==> config.mk <==
export PLATFORM = sky130hd
export DESIGN_NAME = lvds_tx_word_fifo
export DESIGN_NICKNAME = d
export VERILOG_FILES = /design/src/rtl/lvds_link_pkg.sv /design/src/rtl/lvds_fifo_mem.sv /design/src/rtl/lvds_tx_word_fifo.sv
export SDC_FILE = /design/constraint.sdc
export NUM_CORES = 1
export LEC_CHECK = 0
export CORE_MARGIN = 1.5
export CORE_UTILIZATION = 30
export CTS_CLUSTER_DIAMETER = 50
export DETAILED_ROUTE_END_ITERATION = 8
export DONT_BUFFER_PORTS = 1
export GPL_ROUTABILITY_DRIVEN = 0
export GPL_TIMING_DRIVEN = 1
export PLACE_DENSITY = 0.52
export SLEW_MARGIN = 20
export SYNTH_ARGS = -nofsm -noshare
export SYNTH_HDL_FRONTEND = slang
export SYNTH_SLANG_ARGS = --single-unit
==> constraint.sdc <==
create_clock -name tx_inclock -period 4.21 [get_ports tx_inclock]
set_input_delay 1.0525 -clock tx_inclock [delete_from_list [all_inputs] [get_ports tx_inclock]]
set_output_delay 1.0525 -clock tx_inclock [all_outputs]
set_load 0.05 [all_outputs]
==> src/rtl/lvds_link_pkg.sv <==
// Shared LVDS link definitions: framed-word layout, training constants and a framing helper.
package lvds_link_pkg;

    localparam int LINK_WORD_W = 32;
    localparam int VALID_BIT   = 31;
    localparam int SEQ_MSB     = 30;
    localparam int SEQ_LSB     = 24;

    localparam logic [7:0] TRAIN_ALIGN = 8'h35;
    localparam logic [7:0] TRAIN_START = 8'h77;

    typedef struct packed {
        logic                     valid;
        logic [SEQ_MSB-SEQ_LSB:0] seq;
        logic [SEQ_LSB-1:0]       payload;
    } link_word_t;

    function automatic logic [LINK_WORD_W-1:0] frame_word(
        input logic [SEQ_MSB-SEQ_LSB:0] seq,
        input logic [SEQ_LSB-1:0]       payload
    );
        link_word_t w;
        w.valid   = 1'b1;
        w.seq     = seq;
        w.payload = payload;
        frame_word = w;
    endfunction

endpackage

==> src/rtl/lvds_fifo_mem.sv <==
// Payload storage for the transmit FIFO: synchronous write, asynchronous read.
module lvds_fifo_mem #(
    parameter int DEPTH  = 16,
    parameter int ADDR_W = 4,
    parameter int DATA_W = 24
) (
    input  logic              i_clk,
    input  logic              i_wr_en,
    input  logic [ADDR_W-1:0] i_wr_addr,
    input  logic [DATA_W-1:0] i_wr_data,
    input  logic [ADDR_W-1:0] i_rd_addr,
    output logic [DATA_W-1:0] o_rd_data
);

    logic [DATA_W-1:0] r_mem [DEPTH];

    // Write port
    always_ff @(posedge i_clk) begin
        if (i_wr_en) begin
            r_mem[i_wr_addr] <= i_wr_data;
        end
    end

    assign o_rd_data = r_mem[i_rd_addr];

endmodule

==> src/rtl/lvds_tx_word_fifo.sv <==
// Transmit-side word FIFO: buffers payloads and presents sequence-numbered framed words
// to the LVDS serialiser with first-word-fall-through timing.
module lvds_tx_word_fifo
    import lvds_link_pkg::*;
#(
    parameter int DEPTH  = 16,
    parameter int ADDR_W = 4,
    parameter int DATA_W = 24,
    parameter int SEQ_W  = 7
) (
    input  logic                   tx_inclock,
    input  logic                   reset_n,
    input  logic                   flush,
    input  logic [DATA_W-1:0]      in_data,
    input  logic                   in_valid,
    output logic                   in_ready,
    output logic [LINK_WORD_W-1:0] enq_tx,
    output logic                   RDY_enq_tx,
    input  logic                   EN_enq_tx,
    output logic [ADDR_W:0]        count,
    output logic                   underflow_err
);

    localparam logic [ADDR_W:0]   FULL_CNT = (ADDR_W+1)'(DEPTH);
    localparam logic [ADDR_W:0]   CNT_ONE  = (ADDR_W+1)'(1);
    localparam logic [ADDR_W:0]   CNT_ZERO = (ADDR_W+1)'(0);
    localparam logic [ADDR_W-1:0] PTR_ONE  = ADDR_W'(1);
    localparam logic [ADDR_W-1:0] PTR_ZERO = ADDR_W'(0);
    localparam logic [SEQ_W-1:0]  SEQ_ONE  = SEQ_W'(1);
    localparam logic [SEQ_W-1:0]  SEQ_ZERO = SEQ_W'(0);

    logic [ADDR_W-1:0] r_wr_ptr;
    logic [ADDR_W-1:0] r_rd_ptr;
    logic [ADDR_W:0]   r_count;
    logic [SEQ_W-1:0]  r_seq_cnt;
    logic              r_underflow;

    logic              w_rdy;
    logic              w_push;
    logic              w_pop;
    logic              w_wr_en;
    logic [DATA_W-1:0] w_rd_data;

    // Ready and availability come only from registered state, never from EN_enq_tx
    assign in_ready = reset_n && (r_count != FULL_CNT);
    assign w_rdy    = (r_count != CNT_ZERO);
    assign w_push   = in_valid && in_ready;
    assign w_pop    = EN_enq_tx && w_rdy;
    assign w_wr_en  = w_push && !flush;

    lvds_fifo_mem #(
        .DEPTH  (DEPTH),
        .ADDR_W (ADDR_W),
        .DATA_W (DATA_W)
    ) u_mem (
        .i_clk     (tx_inclock),
        .i_wr_en   (w_wr_en),
        .i_wr_addr (r_wr_ptr),
        .i_wr_data (in_data),
        .i_rd_addr (r_rd_ptr),
        .o_rd_data (w_rd_data)
    );

    // Pointer, occupancy, sequence and underflow state
    always_ff @(posedge tx_inclock) begin
        if (!reset_n) begin
            r_wr_ptr    <= PTR_ZERO;
            r_rd_ptr    <= PTR_ZERO;
            r_count     <= CNT_ZERO;
            r_seq_cnt   <= SEQ_ZERO;
            r_underflow <= 1'b0;
        end else begin
            if (EN_enq_tx && !w_rdy) begin
                r_underflow <= 1'b1;
            end else begin
                r_underflow <= r_underflow;
            end

            if (flush) begin
                // Sequence counter survives so the far end sees the flushed words as a gap
                r_wr_ptr <= PTR_ZERO;
                r_rd_ptr <= PTR_ZERO;
                r_count  <= CNT_ZERO;
            end else begin
                if (w_push) begin
                    r_wr_ptr <= r_wr_ptr + PTR_ONE;
                end else begin
                    r_wr_ptr <= r_wr_ptr;
                end

                if (w_pop) begin
                    r_rd_ptr  <= r_rd_ptr + PTR_ONE;
                    r_seq_cnt <= r_seq_cnt + SEQ_ONE;
                end else begin
                    r_rd_ptr  <= r_rd_ptr;
                    r_seq_cnt <= r_seq_cnt;
                end

                case ({w_push, w_pop})
                    2'b10:   r_count <= r_count + CNT_ONE;
                    2'b01:   r_count <= r_count - CNT_ONE;
                    default: r_count <= r_count;
                endcase
            end
        end
    end

    // Framed output: marker and sequence are appended at read time
    always_comb begin
        enq_tx = {LINK_WORD_W{1'b0}};
        if (w_rdy) begin
            enq_tx = frame_word(r_seq_cnt, w_rd_data);
        end else begin
            enq_tx = {LINK_WORD_W{1'b0}};
        end
    end

    assign RDY_enq_tx    = w_rdy;
    assign count         = r_count;
    assign underflow_err = r_underflow;

endmodule

# Yosys cells after proc, flatten, opt, wreduce, memory -nomap -nowiden
# Memory sizes are Yosys's and may differ from the RTL's. A register that Yosys moved wholly into a read port is not among the register bits.
# Index checks and enable logic that the tools add are counted.
# op_classes
addsub,5
mux,6
bitwise,2
n_reduce_logical,11
n_eq_ne,3
# ops
cell,n
$mux W32,1
$pmux W5 S2,1
$add A4 B1 Y4 const B,2
$mux W4,2
$add A7 B1 Y7 const B,1
$add A5 B1 Y5 const B,1
$logic_and A1 B1 Y1,5
$ne A5 B5 Y1 const B,1
$reduce_bool A5 Y1,1
$sub A5 B1 Y5 const B,1
$eq A2 B1 Y1 const B,1
$eq A2 B2 Y1 const B,1
$logic_not A1 Y1,2
$mux W1,2
$not A1 Y1,2
$reduce_and A2 Y1,1
$reduce_bool A2 Y1,1
$reduce_or A2 Y1,1
# totals
mem_bits_rw,384
output_inout_bits,40
n_memories,1
word_cells,33
in_bits,29
regBits,21
# mem_list
memory,depth,word_bits,read_ports,rd_clocked_by_memory_dff,wr,line,rtl
u_mem.r_mem,16,24,1,1,1,lvds_fifo_mem.sv:15,logic [DATA_W-1:0] r_mem [DEPTH];

# Longest topological paths before layout
# depth
ltp_word,6
depth_mapped,10
mapped_depth_nobuf,9

# Hierarchy
# Synthesis repeated with hierarchy kept, for this count alone.
# unflattened
cells_unflattened,773
hier_area_um2,15821.4
# modules_own_cells
mod,seq_area_each_um2,instances,area_per_inst_um2,cells_each
lvds_fifo_mem,11531.1,1,14450.1,612
lvds_tx_word_fifo,420.4,1,1371.3,161

# Worst setup path before layout
# OpenSTA, ideal clock, no wires.
# synth_timing
path_kind,register to output
start,"register r_count[0], in the netlist count[0]"
end,output port enq_tx[10]
stages_incl_launch_ff,6
slack_ns,0.675
n_path_buf,2
required_time_ns,3.158
arrival_time_ns,2.483
cell_sequence,dfxtp_1 or4_1 buf_6 nor2_4 buf_1 a211oi_1
# synth_between
elab_chain_cells,2
# synth_rtl
element,line,rtl
start: declaration,lvds_tx_word_fifo.sv:34,logic [ADDR_W:0] r_count;
start signal: assignment,lvds_tx_word_fifo.sv:100,2'b10: r_count <= r_count + CNT_ONE;
start signal: assignment,lvds_tx_word_fifo.sv:101,2'b01: r_count <= r_count - CNT_ONE;
start signal: assignment,lvds_tx_word_fifo.sv:102,default: r_count <= r_count;
$reduce_bool A5 Y1,lvds_tx_word_fifo.sv:46,assign w_rdy = (r_count != CNT_ZERO);
$mux W32,lvds_tx_word_fifo.sv:111,if (w_rdy) begin
end: declaration,lvds_tx_word_fifo.sv:17,"output logic [LINK_WORD_W-1:0] enq_tx,"
# Every way passes these cells.

# Worst setup path after layout
# layout_timing
start,"register r_count[0], in the netlist count[0]"
end,output port RDY_enq_tx
# layout_between
elab_chain_cells,1
# layout_rtl
element,line,rtl
$reduce_bool A5 Y1,lvds_tx_word_fifo.sv:46,
end: declaration,lvds_tx_word_fifo.sv:18,"output logic RDY_enq_tx,"
# Every way passes these cells.

==> impl_metrics.toml <==
[grt]
grt_antenna_before_repair = 0
grt_pass1_wl_um = 52720
grt-ovfl-total = 0
grt_use_met1 = 0.1738
grt_use_met3 = 0.02845
grt_util_all_layers = 0.1320
gr-usage-met2 = 0.2196
first_global_vias = 7989
grt.busiest_layer = "met2"
grt_max_degree = 42

[hold_path]
hold_path_class = "reg -> reg"

[synth]
synth_edf_count = 384
yosys.cell_types.count = 39
synthArstFlopShare = 0
synthCells = 777
syn_avg_cell_area_um2 = 20.66
synth_common_cells = "edfxtp_1 (384), mux4_2 (96), a211oi_1 (49)"
ys.flop_type = "edfxtp_1"
ys_ff_latch = 409
synth_top_area_cell = "edfxtp_1"
ys_seq_area_frac = 0.7495
ys_warn_count = 0
yosysTopAreaCellShare = 0.7183
syn_nets = 817
syn-cell-area_um2 = 16050
synth.most_common_cell = "edfxtp_1"
synth_area_leaders = "edfxtp_1 (72%), mux4_2 (13%), dfxtp_1 (3.1%), a211oi_1 (2.3%), mux2i_1 (1.7%)"

[placed_design]
placed_area_um2 = 17560
dpl.hpwl_um = 20400
port_buffers = 0

[job]
cap_viol_max_count = 0

[route]
ant_nets = 0
via_per_inst = 4.757
drt_first_pass_iters = 8
vias = 7487
wire_per_inst_um = 22.39
drcViolationCount = 2
drtIter0Drc = 675
wirelength_um = 35250

[outcome]
status = "complete, but fails checks"
violations = "design-rule violations"

[cts]
clkTransAtPathRegs_ns = 0.05
hold_buffers = 0
cts_setup_buffers = 0
cts_buffers = 44
clock_latency_ns = 0.54
cts-root-buf = "clkbuf_16"
htreeDepth = 2
cts_resized = 0
cts_max_path_buffers = 3
cts_sinks = 409
cts_tree = "built"

[die]
die_width_um = 234.3
die_y_um = 234.3
fp.dieArea_um2 = 54910
initial_core_util = 0.3043
pin_count = 69
rows = 84
core_area_um2 = 52760

[timing]
final.min_clock_period_ns = 3.961
timing.final.crit_share = 0.9409
max_freq_ghz = 0.2524
setup_tns_ns = 0
relSlewSlack = 0.4615
report.final.hold_viol_count = 0
finClkSkew_ns = 0.01214
worst_pin_slew_ns = 0.8059
rsz0062_at_grt = "no"
setup_viol = 0
drv_slew = 0

[critical_path]
path_cells = "or4_1 -> nor2_4 -> buf_12 -> inv_1 -> buf_4"
slowest_delay_ns = 0.88
crit_buf_inv = 3
critical_path.endpoint_type = "primary output"
cp_top_family = "simple AND/OR/NAND/NOR gates"
worstPathRequired_ns = 3.16
slowest_stage = "or4_1"
critPathArrivalTime_ns = 2.91
cp-start-kind = "register"
path_class = "reg -> out"
cp_max_fo = 30

[final_layout]
num-nets-final = 891
fillers = 4856
area_growth_pct = 17.95
drive_above_1_share = 0.3149
antennaDiodeCount = 0
final_area_um2 = 18930

[power]
cellLeakagePower_nw = 5.742
total_power_mw = 8.331
peakVddDrop_v = 0.0002559
power_density_nw_per_um2 = 440.0
-- per-stage QoR --
step	setup slack [ns]	util	hold slack, ns	instances
finish	0.2487	0.3589	0.4878	1574
detailed placement	0.7717	0.3328	0.4768	1493
global placement	0.7864	0.3328	0.4619	1493
CTS	0.1754	0.3589	0.4861	1574
global route	0.1247	0.3589	0.5057	1574
floorplan	0.6749	-	0.4473	777
-- cells by family after synthesis --
| family | synth area share |
|---|---|
| buf+inv | 0.01847 |
| xor+xnor | 0.005456 |
| flops | 0.7495 |
| mux | 0.1515 |
| simple gates | 0.03141 |
| compound gates | 0.03461 |
| fa+ha+maj | 0.009041 |
-- flip-flops by register name, summed over array words and instances, names as in the netlist, named ones only --
register	cells
r_seq_cnt	7
r_rd_ptr	4
r_wr_ptr	4
u_mem.r_mem	384
underflow_err	1
count	5
-- power breakdown --
group / internal [mW] / leakage [nW] / switching (mW)
Sequential: 4.45 / 3.66 / 0.0126
Combinational: 0.0611 / 1.40 / 0.119
Clock: 2.15 / 0.678 / 1.53
Total: 6.67 / 5.74 / 1.66
-- final cells by class --
cell class,instances,area [um2],area share
flip-flops and latches,409,12050,0.6362
multi-input cells,314,3965,0.2094
clock buffers,55,1164,0.06146
well taps,688,860.8,0.04546
repair buffers,74,655.6,0.03463
clock inverters,26,212.7,0.01123
inverters,8,30.03,0.001586
-- worst paths after layout --
check	depth (start not counted)	from	slack, ns	endpoint
min reg2reg	2	r_seq_cnt[6]	0.49	r_seq_cnt[6]
min	2	r_seq_cnt[6]	0.49	r_seq_cnt[6]
max	5	count[0]	0.25	RDY_enq_tx
max reg2reg	9	count[0]	0.89	count[3]
-- worst register-to-register path, cell delays in order, from the launching register on --
cell	delay (ns)
dfxtp_1	0.52
or4_1	0.88
o211a_4	0.38
inv_1	0.06
ha_1	0.28
ha_1	0.28
a21o_1	0.18
a21oi_1	0.18
nor4_1	0.06
or3_1	0.38
-- cell usage in the layout, fill, tap and decap left out, types with 4 or more instances in the layout --
master and count:
nand3_1 6, nor2_1 21, a21oi_1 8, buf_4 66, clkinv_1 11, nor2_4 17, nand2_1 8, inv_1 8
edfxtp_1 384, ha_1 10, nor2b_1 31, mux4_2 96, dfxtp_4 4, a211oi_1 25, clkbuf_16 45, or3_1 4
a211oi_2 24, xor2_1 8, inv_6 4, clkbuf_1 10, dfxtp_1 21, clkinv_2 7, buf_12 8, mux2i_1 27
-- routing by layer --
metal	routed length, um	vias up
li1	-	3357
met1	14910	3917
met2	17310	165
met3	2249	48
met4	777	0
met5	0	-
Power figures use the tool's default switching activity.
